**src/rtl/fifo_stream_pkg.sv**
```systemverilog
// Shared sizing constants and index helper for the FIFO read-side stream reader.
package fifo_stream_pkg;
  localparam int BUF_DEPTH   = 3;
  localparam int CNT_W       = 2;
  localparam int FRAME_CNT_W = 16;

  function automatic logic [CNT_W-1:0] idx_inc(input logic [CNT_W-1:0] idx);
    return (idx == CNT_W'(BUF_DEPTH - 1)) ? '0 : idx + CNT_W'(1);
  endfunction
endpackage

```
**src/rtl/fifo_skid_buf.sv**
```systemverilog
// Three-entry circular buffer that absorbs the FIFO read latency.
module fifo_skid_buf
  import fifo_stream_pkg::*;
#(
  parameter int DATA_WIDTH = 16
) (
  input  logic                  clk,
  input  logic                  rst,
  input  logic                  push,
  input  logic [DATA_WIDTH-1:0] push_data,
  input  logic                  pop,
  output logic [CNT_W-1:0]      count,
  output logic [DATA_WIDTH-1:0] head_data
);

  logic [DATA_WIDTH-1:0] mem [BUF_DEPTH];
  logic [CNT_W-1:0]      head;
  logic [CNT_W-1:0]      tail;

  always_ff @(posedge clk) begin
    if (rst) begin
      for (int i = 0; i < BUF_DEPTH; i++) mem[i] <= '0;
      head  <= '0;
      tail  <= '0;
      count <= '0;
    end else begin
      if (push) begin
        mem[tail] <= push_data;
        tail      <= idx_inc(tail);
      end
      if (pop) head <= idx_inc(head);
      // Simultaneous push and pop leaves occupancy unchanged.
      case ({push, pop})
        2'b10:   count <= count + CNT_W'(1);
        2'b01:   count <= count - CNT_W'(1);
        default: ;
      endcase
    end
  end

  assign head_data = mem[head];

endmodule

```
**src/rtl/fifo_stream_reader.sv**
```systemverilog
// Pops the dual-clock FIFO read side and presents the words as a framed valid/ready stream.
module fifo_stream_reader
  import fifo_stream_pkg::*;
#(
  parameter int DATA_WIDTH = 16,
  parameter int BURST_LEN  = 4
) (
  input  logic                   rd_clk,
  input  logic                   rd_rst,
  input  logic                   fifo_empty,
  output logic                   fifo_rd_en,
  input  logic [DATA_WIDTH-1:0]  fifo_rd_data,
  output logic                   out_valid,
  input  logic                   out_ready,
  output logic [DATA_WIDTH-1:0]  out_data,
  output logic                   out_last,
  output logic [FRAME_CNT_W-1:0] frame_count
);

  localparam int BEAT_W = (BURST_LEN > 1) ? $clog2(BURST_LEN) : 1;
  localparam logic [BEAT_W-1:0] LAST_BEAT = BEAT_W'(BURST_LEN - 1);
  localparam logic [CNT_W:0]    DEPTH_LIM = (CNT_W + 1)'(BUF_DEPTH);

  logic              inflight;
  logic [CNT_W-1:0]  count;
  logic [CNT_W:0]    pending;
  logic [BEAT_W-1:0] beat;
  logic              pop;

  // Issue depends only on registered state and fifo_empty, so a word popped
  // now always has a free slot when it lands next cycle.
  assign pending    = {1'b0, count} + {{CNT_W{1'b0}}, inflight};
  assign fifo_rd_en = !rd_rst && !fifo_empty && (pending < DEPTH_LIM);

  // Stream handshake: a beat transfers on a cycle with out_valid && out_ready;
  // out_valid never waits on out_ready, and out_data/out_last hold until that transfer.
  assign out_valid = (count != '0);
  assign pop       = out_valid && out_ready;
  assign out_last  = out_valid && (beat == LAST_BEAT);

  always_ff @(posedge rd_clk) begin
    if (rd_rst) begin
      inflight    <= 1'b0;
      beat        <= '0;
      frame_count <= '0;
    end else begin
      inflight <= fifo_rd_en;
      if (pop) begin
        if (beat == LAST_BEAT) begin
          beat        <= '0;
          frame_count <= frame_count + FRAME_CNT_W'(1);
        end else begin
          beat <= beat + BEAT_W'(1);
        end
      end
    end
  end

  fifo_skid_buf #(
    .DATA_WIDTH(DATA_WIDTH)
  ) u_buf (
    .clk       (rd_clk),
    .rst       (rd_rst),
    .push      (inflight),
    .push_data (fifo_rd_data),
    .pop       (pop),
    .count     (count),
    .head_data (out_data)
  );

endmodule

```
**config.mk**
```make
export PLATFORM = sky130hd
export DESIGN_NAME = fifo_stream_reader
export DESIGN_NICKNAME = d
export VERILOG_FILES = /design/src/rtl/fifo_stream_pkg.sv /design/src/rtl/fifo_skid_buf.sv /design/src/rtl/fifo_stream_reader.sv
export SDC_FILE = /design/constraint.sdc
export NUM_CORES = 1
export LEC_CHECK = 0
export ABC_AREA = 1
export BUFFER_PORTS_ARGS = -buffer_cell sky130_fd_sc_hd__buf_2
export CAP_MARGIN = 10
export CORE_ASPECT_RATIO = 1.1
export CORE_MARGIN = 2
export CORE_UTILIZATION = 51
export DETAILED_ROUTE_END_ITERATION = 10
export HOLD_SLACK_MARGIN = 0.02
export PLACE_DENSITY_LB_ADDON = 0.3
export SLEW_MARGIN = 20
export SYNTH_ARGS = -nofsm -noshare
export SYNTH_HDL_FRONTEND = slang
export SYNTH_HIERARCHICAL = 1
export SYNTH_SLANG_ARGS = --single-unit
```
**constraint.sdc**
```tcl
create_clock -name rd_clk -period 2.4 [get_ports rd_clk]
set_input_delay 0.12 -clock rd_clk [delete_from_list [all_inputs] [get_ports rd_clk]]
set_output_delay 0.12 -clock rd_clk [all_outputs]
set_load 0.02 [all_outputs]
```
Word level (Yosys, flattened, before mapping)
Memory sizes are Yosys's and may differ from the RTL's. A register that Yosys moved wholly into a read port is not among the register bits.
Index checks and enable logic that the tools add are counted.
{ "op_classes": {"n_addsub": 7, "multipliers": 0, "div": 0, "order_cmp": 1, "n_eq_ne": 5, "shift": 0, "n_mux": 14, "bitwise": 0, "reduce_logical": 10} }
{ "ops": {"columns": ["operator", "count"], "rows": [
  ["$add 16x1->16 const B", 1],
  ["$mux 16", 1],
  ["$reduce_or 16->1", 1],
  ["$mux 2", 6],
  ["$add 2x1->2 const B", 4],
  ["$eq 2x2->1 const B", 4],
  ["$mux 1", 6],
  ["$logic_and 1x1->1", 4],
  ["$pmux 2 s2", 1],
  ["$reduce_bool 2->1", 2],
  ["$add 2x1->3", 1],
  ["$lt 3x2->1 const B", 1],
  ["$eq 2x1->1 const B", 1],
  ["$logic_not 1->1", 2],
  ["$reduce_and 2->1", 1],
  ["$sub 2x1->2 const B", 1]
]} }
{ "word_totals": {"register_bits": 25, "latchBits": 0, "ram_bits": 48, "mem_bits_ro": 0, "output_inout_bits": 35, "elab_cells": 44, "memories": 1} }
{ "mem_list": {"columns": ["name", "words", "word_bits", "read_ports", "rd_clocked_by_memory_dff", "write_ports", "line", "text"], "rows": [
  ["u_buf.mem", 3, 16, 1, 1, 3, "fifo_skid_buf.sv:16", "logic [DATA_WIDTH-1:0] mem [BUF_DEPTH];"]
]} }

Depth between registers and ports, before layout
Gate-level depths: netlist of run 1.
{ "logic_depth": {"depth_word": 5, "ltp_mapped": 9, "depth_no_buf": 9} }

By module
The synthesis of run 1 kept the hierarchy.
{ "modules_own_cells": {"columns": ["module", "n_inst", "cells_each", "area_per_inst_um2", "seq_area_each_um2"], "rows": [
  ["fifo_skid_buf", 1, 264, 3039.2, 2082.0],
  ["fifo_stream_reader", 1, 152, 1016.0, 380.4]
]} }

Worst setup path before layout of run 1
No wires, ideal clock.
{ "synth_timing": {"path_kind": "flip-flop to flip-flop", "start": "register u_buf.tail[1]", "end": "memory u_buf.mem[3][0] (enable)", "setup_time_ns": 0.430, "arrival_ns": 2.159, "t_required_ns": 1.970, "setup_slack_ns": -0.189, "path_stages_with_launch": 3, "synth_period_minus_slack_ns": 2.589, "path_cell_list": "dfxtp_1 -> inv_1 -> nor4_1"} }
{ "synth_lines": {"columns": ["element", "line", "text"], "rows": [
  ["start: declaration", "fifo_skid_buf.sv:18", "logic [CNT_W-1:0] tail;"],
  ["start signal: assignment", "fifo_skid_buf.sv:29", "tail <= idx_inc(tail);"],
  ["end: declaration", "fifo_skid_buf.sv:16", null]
]} }

Worst setup path in the final report of run 1
{ "layout_timing": {"start": "register inflight", "end": "output port fifo_rd_en"} }
{ "layout_via": {"elab_chain_len": 3} }
{ "layout_rtl": {"columns": ["element", "line", "text"], "rows": [
  ["start: declaration", "fifo_stream_reader.sv:24", "logic inflight;"],
  ["start signal: assignment", "fifo_stream_reader.sv:47", "inflight <= fifo_rd_en;"],
  ["$add 2x1->3", "fifo_stream_reader.sv:32", "assign pending = {1'b0, count} + {{CNT_W{1'b0}}, inflight};"],
  ["$lt 3x2->1", "fifo_stream_reader.sv:33", "assign fifo_rd_en = !rd_rst && !fifo_empty && (pending < DEPTH_LIM);"],
  ["$logic_and 1x1->1", "fifo_stream_reader.sv:33", null],
  ["end: declaration", "fifo_stream_reader.sv:11", "output logic fifo_rd_en,"]
]} }
No other way between the ends.

==> results.yml, run 1 <==
power_and_ir_drop:
  intPower_mw: 2.44
  combPwrFrac_pct: 16.4
  p_leak_nw: 1.98
  power_density_nw_per_um2: 694
  p_switching_mw: 0.910
  peakVddDrop_mv: 0.350
  p_clk_share_pct: 30.5
  swShare_pct: 27.2
  seqPwrFrac_pct: 53.1
min_path:
  whs_path_depth: 2
  worstHoldStart: "rd_rst"
  holdCritPathClass: "in2reg"
  hold_end: "frame_count[1]"
global_routing:
  grt_pass1_vias: 2966
  grt_usage_pct: 20.0
  antenna_found_initial: 0
  grt_overflow: 0
  grt_max_degree: 30
  grt_pass1_wl_um: 13200
setup_path:
  cp-start-kind: "flop"
  crit_type: "reg2out"
  crit_fanout: 4
  r2r-start: "inflight"
  cp-end-kind: "output port"
  r2r_end: "u_buf/mem[1][13]"
  critPathRequiredTime_ns: 2.28
  rrSetupSlack_ns: 0.56
  r2r_cells: 5
  worstPathArrival_ns: 1.77
clock_tree:
  post-cts-setup-buffers: 0
  ctsResizeCount: 0
  htreeDepth: 3
  cts_tree: "yes"
  cts_root_buffer: "clkbuf_8"
  clk_pin_slew_ns: 0.08
  cts.sinks: 91
  cts_buffers: 9
  cts.path.max_buffers: 2
  clock_latency_ns: 0.35
  hold_buffers: 17
finish:
  mostFrequentLayoutCells: "97 x nor2_1, 64 x edfxtp_1, 54 x buf_2"
  area_delta_synth_final_pct: 19.1
  drive_gt1_share_pct: 20.9
  fin_area_um2: 4830
  diodes: 0
  stdcell_count: 606
  layout_commonest_cell: "nor2_1"
  nNetsFinal: 518
place:
  postPlaceCellArea_um2: 4460
  numPortBuffers: 54
  dp_cells: 573
  gp_congestion: 0.770
  dp_hpwl_um: 5670
route:
  met2WireLength_um: 4220
  firstDrtPassIters: 6
  wirelength_um: 8270
  post_drt_wl_per_cell_um: 13.7
  wl_met3_um: 347
  via_per_inst: 5.09
  highest_layer: "met4"
  drtIter0Drc: 177
  ant_nets: 0
  vias: 3087
  wl_met1_um: 3540
  drc: 0
sta:
  fin_crit_ns: 1.89
  setup_viol: 0
  slew_headroom_pct: 46.0
  hold_viol: 0
  max_freq_mhz: 528
  slew_viol_final: 0
  worst_pin_slew_ns: 0.809
  rsz0062_at_grt: "false"
  finalClockSkew_ns: 0.00907
  finalCritPeriodShare_pct: 78.9
  setup-tns-final_ns: 0
synth:
  synth_fp_nets: 441
  syn_area_um2: 4060
  ys_async_sr_fraction_pct: 0
  synth-edff-count: 64
  ys_seq_area_share_pct: 60.7
  synth_warnings: 6
  netlist_instances: 416
  avgSynthCellArea_um2: 9.75
  ys_ff_latch: 91
  ys_types: 27
  ys.flop_type: "edfxtp_1"
die:
  die_area_um2: 8680
  die_x_um: 89.0
  ioPinCount: 55
  start_util_pct: 51.8
  die_h_um: 97.5
  rows: 34
  core-area_um2: 7830
status:
  outcome: "complete, no violations"
flow_run:
  timing.max_cap.violations: 0
## layout make-up
| cell class | instances | area [µm²] |
|---|---|---|
| clock buffers | 13 | 185 |
| clock inverters | 3 | 18.8 |
| fillers | 672 | 3000 |
| inverters | 47 | 176 |
| multi-input cells | 266 | 1360 |
| flip-flops and latches | 91 | 2460 |
| well taps | 108 | 135 |
| repair buffers | 78 | 493 |
## sequential cells by signal, indices dropped and copies added, names as in the netlist, named ones only
| name | flops |
|---|---|
| frame_count | 16 |
| u_buf/count | 2 |
| u_buf/tail | 2 |
| u_buf/head | 2 |
| inflight | 1 |
| u_buf/mem | 64 |
| beat | 2 |
## power by group through the flow
stage | clock (mW) | sequential, mW | combinational [mW]
after detailed placement | 0 | 1.82 | 0.529
after global routing | 1.10 | 1.79 | 0.606
final | 1.02 | 1.78 | 0.548
after global placement | 0 | 1.81 | 0.518
after CTS | 1.04 | 1.78 | 0.552
after floorplan | 0 | 1.80 | 0.368
## cell families (layout without fill, tap and decap cells)
group / count (synthesis) / count (layout) / share of synthesized area, %
flip-flops: 91 / 91 / 60.7
AND/OR/NAND/NOR: 191 / 191 / 21.9
XOR/XNOR: 2 / 2 / 0.432
adder cells (fa/ha/maj): 5 / 5 / 1.54
buffers and inverters: 59 / 141 / 6.11
AO/OA/AOI/OAI: 68 / 68 / 9.26
## metal layers
| layer | vias to the layer above | track usage, % |
|---|---|---|
| met1 | 1449 | 23.9 |
| met2 | 74 | 34.3 |
| li1 | 1550 | - |
| met4 | 0 | 8.84 |
| met5 | - | 0 |
| met3 | 14 | 3.65 |
## per-stage QoR
stage                     hold slack (ns)  power, mW  util (%)  setup slack, ns
after floorplan                     0.189       2.17         -            0.342
after global placement              0.312       2.33      56.9            0.641
after detailed placement            0.314       2.35      56.9            0.548
after CTS                           0.146       3.38      61.7            0.477
after global routing                0.182       3.50      61.7            0.386
final                               0.155       3.35      61.7            0.506
## critical path, stage by stage, from the launching register on
cell	delay [ns]
dfxtp_1	0.35
ha_1	0.21
ha_1	0.28
a2111oi_0	0.36
buf_2	0.23
## Yosys cell counts (3+ instances only)
cell       n  share of area [%]
nor3_1     5               0.62
nor2_4     5                1.4
a21oi_1   10                1.2
edfxtp_1  64                 47
clkbuf_1   6               0.56
o22ai_1   16                2.5
nand2_1   44                4.1
dfxtp_1   27                 13
o21ai_0   37                4.6
nor2_1    97                9.0
inv_1     46                4.3
nand3_1   14                1.7
buf_2      3               0.37
ha_1       5                1.5
nor2_2    16                2.5
nand4_1    3               0.46
buf_6      3               0.83
nand3_4    4                1.7
## worst max path at each step
stage | start | end | slack [ns] | cells after the start
after floorplan | inflight | fifo_rd_en | 0.34 | 3
after global placement | inflight | u_buf/mem[1][6] | 0.64 | 5
after detailed placement | inflight | u_buf/mem[1][10] | 0.55 | 5
after CTS | inflight | fifo_rd_en | 0.48 | 4
after global routing | u_buf/count[0] | fifo_rd_en | 0.39 | 4
final | inflight | fifo_rd_en | 0.51 | 4
(Power assumes the default switching activity.)
==> inputs of run 2 (changes only) <==
clock period = 1.65 ns   (was 2.4 ns; I/O delays follow)
==> results.yml, run 2 (synthesized netlist as in run 1, its figures left out) <==
setup_path:
  cpMaxStageDelayCell: "dfxtp_2"
  critPathRequiredTime_ns: 1.57
  rrSetupSlack_ns: 0.16
  r2r-start: "u_buf/count[0]"
  crit_type: "reg2out"
  r2r_end: "u_buf/count[1]"
  cp-start-kind: "flop"
  cp-end-kind: "output port"
  endpoint: "fifo_rd_en"
  r2r_cells: 9
  slowest_delay_ns: 0.35
  crit_start: "inflight"
  crit_fanout: 2
  path_cells: "ha_4, ha_4, a2111oi_4, buf_4"
  path_common_cell: "ha_4"
  worstPathArrival_ns: 1.54
sta:
  slew_viol_final: 0
  rsz0062_at_grt: "true"
  slew_headroom_pct: 70.4
  max_freq_mhz: 618
  worst_pin_slew_ns: 0.443
  hold_viol: 0
  setup-tns-final_ns: 0
  finalClockSkew_ns: 0.00906
  timing.hold.ws_ns: 0.119
  finalCritPeriodShare_pct: 98.1
  setup_viol: 0
  fin_crit_ns: 1.62
  worst_slack_ns: 0.0306
finish:
  diodes: 0
  top_regs: "u_buf/mem (64), frame_count (16)"
  nNetsFinal: 527
  final_util_pct: 64.1
  mostFrequentLayoutCells: "97 x nor2_1, 64 x edfxtp_1, 53 x buf_2"
  stdcell_count: 615
  area_delta_synth_final_pct: 23.7
  drive_gt1_share_pct: 23.1
  largest_reg_flops: 64
  regMostFlops: "u_buf/mem"
  layout_commonest_cell: "nor2_1"
clock_tree:
  cts_tree: "yes"
  cts_buffers: 9
  clock_latency_ns: 0.36
  htreeDepth: 3
  cts.sinks: 91
  cts_root_buffer: "clkbuf_8"
  clk_pin_slew_ns: 0.09
  cts.path.max_buffers: 2
power_and_ir_drop:
  p_leak_nw: 2.05
  p_clk_share_pct: 32.0
  p_switching_mw: 1.39
  peakVddDrop_mv: 0.751
  intPower_mw: 3.72
  power_density_nw_per_um2: 1020
  seqPwrFrac_pct: 50.5
  combPwrFrac_pct: 17.5
  swShare_pct: 27.2
place:
  dp_hpwl_um: 5370
  numPortBuffers: 54
  gp_congestion: 0.800
  dp_cells: 580
  post-place-ws_ns: 0.172
route:
  via_per_inst: 4.97
  drc: 0
  firstDrtPassIters: 5
  drtIter0Drc: 152
  wirelength_um: 8390
  ant_nets: 0
  vias: 3058
  post_drt_wl_per_cell_um: 13.6
global_routing:
  grt_pass1_wl_um: 13800
  grt_pass1_vias: 3006
  antenna_found_initial: 0
  grt_usage_pct: 20.8
  grt_overflow: 0
  grt_max_degree: 33
die:
  core-area_um2: 7830
  die_area_um2: 8680
  rows: 34
  ioPinCount: 55
  start_util_pct: 51.8
  die_x_um: 89.0
  die_h_um: 97.5
flow_run:
  timing.max_cap.violations: 0
min_path:
  whs_path_depth: 2
  holdCritPathClass: "in2reg"
status:
  outcome: "complete, no violations"
-- run 2: cell types whose count changed in the layout (fill, tap and decap cells not counted), sizes merged --
cell / previous run / this run
clkbuf: 13 / 9
bufinv: 0 / 2
buf: 61 / 70
inv: 47 / 49
-- run 2: layout make-up --
type                            instances  area (µm²)
Clock buffer                            9         124
Clock inverter                          7        90.1
Fill cell                             674        2810
Inverter                               47         176
Multi-Input combinational cell        266        1400
Sequential cell                        91        2460
Tap cell                              108         135
Timing Repair Buffer                   87         621
-- run 2: critical path, delay by kind of cell (launching register included) --
family	cells	cell delay, ns
fa+ha+maj	2	0.38
flops	1	0.35
compound gates	1	0.27
buf+inv	1	0.19
-- run 2: through the flow --
| step | cell area (µm²) | total power, mW |
|---|---|---|
| 3_3_place_gp | 4570 | 3.43 |
| 3_5_place_dp | 4570 | 3.46 |
| 2_1_floorplan | 4080 | 3.17 |
| 4_1_cts | 5010 | 5.14 |
| 6_report | 5010 | 5.11 |
| 5_1_grt | 5010 | 5.30 |
-- run 2: repair_timing --
action | CTS | global route
setup buffers | 2 | 0
setup endpoints to repair | 3 | 5
pin swaps | 1 | 0
hold endpoints to repair | 17 | 0
hold buffers | 17 | 0
resized for setup | 8 | 1
-- run 2: power groups by stage --
stage	logic [mW]	clock network, mW	registers (mW)
4_1_cts	0.896	1.66	2.58
5_1_grt	0.982	1.73	2.59
3_3_place_gp	0.805	0	2.63
2_1_floorplan	0.543	0	2.62
6_report	0.896	1.63	2.58
3_5_place_dp	0.823	0	2.63
-- run 2: worst min-delay path by stage --
| stage | startpoint | to | slack, ns |
|---|---|---|---|
| after CTS | rd_rst | frame_count[1] | 0.12 |
| after detailed placement | fifo_rd_data[0] | u_buf/mem[3][0] | 0.28 |
| after floorplan | rd_rst | frame_count[1] | 0.15 |
| after global routing | rd_rst | frame_count[1] | 0.14 |
| final | rd_rst | frame_count[1] | 0.12 |
| after global placement | fifo_rd_data[12] | u_buf/mem[3][12] | 0.27 |
-- run 2: layer usage --
metal	track usage, %	wire length (µm)	vias up
li1	-	-	1567
met1	25.7	3620	1404
met2	35.7	4240	77
met3	3.74	405	10
met4	7.58	125	0
met5	0	0	-
==> inputs of run 3 (changes only) <==
ABC_AREA = default   (was 1)
CELL_PAD_IN_SITES_DETAIL_PLACEMENT = 2   (was default)
CELL_PAD_IN_SITES_GLOBAL_PLACEMENT = 2   (was default)
CORE_UTILIZATION = 36   (was 51)
==> results.yml, run 3 <==
route:
  vias: 2593
  drtIter0Drc: 97
  wirelength_um: 11100
  ant_nets: 0
  firstDrtPassIters: 4
  via_per_inst: 4.90
  post_drt_wl_per_cell_um: 21.0
  drc: 0
global_routing:
  grt_pass1_wl_um: 17600
  grt_use_met3_pct: 5.12
  antenna_found_initial: 0
  grt_max_degree: 25
  grt_usage_pct: 20.1
  grtUsageMet2_pct: 38.0
  grtUsageMet1_pct: 22.5
  grt_pass1_vias: 2992
  grt_overflow: 0
  grt.busiest_layer: "met2"
min_path:
  holdCritPathClass: "in2reg"
  worstHoldStart: "rd_rst"
sta:
  timing.hold.ws_ns: 0.101
  setup_viol: 6
  worst_slack_ns: -0.0193
  slew_headroom_pct: 71.3
  max_freq_mhz: 599
  finalClockSkew_ns: 0.00446
  finalCritPeriodShare_pct: 101
  fin_crit_ns: 1.67
  slew_viol_final: 0
  rsz0062_at_grt: "true"
  hold_viol: 0
  setup-tns-final_ns: -0.0614
  worst_pin_slew_ns: 0.430
power_and_ir_drop:
  swShare_pct: 27.2
  p_clk_share_pct: 32.7
  power_density_nw_per_um2: 1160
  combPwrFrac_pct: 23.7
  p_leak_nw: 2.03
  peakVddDrop_mv: 0.478
  p_switching_mw: 1.69
  seqPwrFrac_pct: 43.6
  intPower_mw: 4.53
synth:
  avgSynthCellArea_um2: 14.4
  ys_async_sr_fraction_pct: 0
  yosysMostFrequentCell: "edfxtp_1"
  synth_area_leaders: "edfxtp_1 48%, dfxtp_1 14%, and2_1 7.7%, mux4_2 5.6%, mux4_1 3.9%"
  ys.flop_type: "edfxtp_1"
  synth_fp_nets: 302
  synth-edff-count: 64
  ys_seq_area_share_pct: 61.6
  ys_ff_latch: 91
  synth_common_cells: "64 x edfxtp_1, 49 x and2_1, 27 x dfxtp_1"
  ys_types: 46
  syn_area_um2: 4000
  netlist_instances: 277
  synth_warnings: 6
  synth_top_cell_by_area: "edfxtp_1"
  synth_top_area_share_pct: 48.1
clock_tree:
  cts_root_buffer: "clkbuf_16"
  clk_pin_slew_ns: 0.06
  cts_buffers: 9
  cts.path.max_buffers: 2
  cts_tree: "yes"
  cts.sinks: 91
  clock_latency_ns: 0.35
  htreeDepth: 3
finish:
  mostFrequentLayoutCells: "64 x edfxtp_1, 48 x and2_1, 36 x buf_2"
  multiInputGateArea_um2: 1530
  area_delta_synth_final_pct: 34.2
  nFillCells: 1080
  largest_reg_flops: 64
  top_regs: "u_buf/mem (64), frame_count (16)"
  seq_area_um2: 2470
  layout_commonest_cell: "edfxtp_1"
  diodes: 0
  final_util_pct: 49.4
  drive_gt1_share_pct: 37.4
  nNetsFinal: 402
  regMostFlops: "u_buf/mem"
setup_path:
  crit_fanout: 8
  cp-end-kind: "output port"
  worstPathArrival_ns: 1.59
  critical_path_buf_inv_count: 2
  path_delay_family: "multiplexers"
  slowest_delay_ns: 0.54
  critPathRequiredTime_ns: 1.57
  cp-start-kind: "flop"
  cpMaxStageDelayCell: "mux4_2"
  crit_type: "reg2out"
  r2r-start: "frame_count[1]"
  path_cells: "buf_12, mux4_2, buf_6"
die:
  die_area_um2: 12000
  die_x_um: 104
  die_h_um: 115
  start_util_pct: 36.8
  rows: 40
  core-area_um2: 10900
  ioPinCount: 55
flow_run:
  timing.max_cap.violations: 0
status:
  outcome: "finished, violations left"
  violations: "setup timing"
place:
  dp_hpwl_um: 6770
  gp_congestion: 0.671
  numPortBuffers: 54
==> run 3: cell count changes in the layout (fill, tap and decap cells not counted), moves of 10 or more <==
cell,delta
o21ai_0,-35
nand2_1,-36
nor2_2,-15
and2_1,+48
buf_2,-17
inv_1,-41
nor2_1,-78
mux4_2,+16
buf_6,+18
o22ai_1,-16
buf_4,+10
==> run 3: final cells by class <==
| class | count | area share [%] |
|---|---|---|
| well taps | 147 | 3.43 |
| inverters | 5 | 0.350 |
| clock buffers | 11 | 4.34 |
| multi-input cells | 170 | 28.6 |
| repair buffers | 100 | 16.1 |
| clock inverters | 5 | 1.00 |
| flip-flops and latches | 91 | 46.2 |
==> run 3: worst reg2reg max path: cells and delay by family (launching register included) <==
kind | cells | cell delay [ns]
adders and majority gates | 1 | 0.24
muxes | 1 | 0.32
and+or+nand+nor | 3 | 0.44
DFF | 1 | 0.42
==> run 3: routing by layer <==
metal | part of all wire, % | up-vias
met5 | 0 | -
met4 | 0.86 | 0
met3 | 3.6 | 8
met2 | 57 | 57
met1 | 39 | 1317
li1 | - | 1211
==> run 3: path summary, 6_finish.rpt <==
check                                  endpoint  slack (ns)  depth (start not counted)
worst min-delay path              u_buf/tail[0]        0.10                          2
worst min register to register    u_buf/tail[1]        0.50                          2
worst max-delay path                out_data[9]       -0.02                          3
worst max register to register  frame_count[12]        0.10                          5
==> run 3: power groups by stage <==
stage	sequential, mW	combinational [mW]	clock, mW
after CTS	2.71	1.43	2.08
after detailed placement	2.74	1.11	0
after global routing	2.74	1.59	2.20
after floorplan	2.70	0.757	0
after global placement	2.72	1.07	0
final	2.72	1.48	2.03
==> run 3: timing repair <==
item,4_1_cts,5_1_grt
cloned,1,0
pin swaps,1,0
setup endpoints to repair,19,20
setup buffers,2,0
hold buffers,17,0
gates resized for setup,54,10
endpoints found under the hold margin,17,0
==> run 3: cells by family (layout without fill, tap and decap cells) <==
family,Yosys count,after routing,share of synthesized area [%]
multiplexers,20,20,10.8
buffers and inverters,16,121,2.44
AND/OR/NAND/NOR,115,115,17.8
adder cells (fa/ha/maj),5,5,1.57
AO/OA/AOI/OAI,18,18,3.16
XOR/XNOR,12,12,2.63
flip-flops,91,91,61.6
==> run 3: metrics by stage <==
| stage | instances | total power, mW | setup slack (ns) | cell area, µm² |
|---|---|---|---|---|
| 5_1_grt | 529 | 6.52 | -0.0744 | 5360 |
| 3_3_place_gp | 493 | 3.78 | 0.0343 | 4670 |
| 2_1_floorplan | 277 | 3.46 | 0.0163 | 4020 |
| 6_report | 529 | 6.23 | -0.0193 | 5360 |
| 3_5_place_dp | 493 | 3.85 | -0.00396 | 4670 |
| 4_1_cts | 529 | 6.22 | -0.0449 | 5310 |
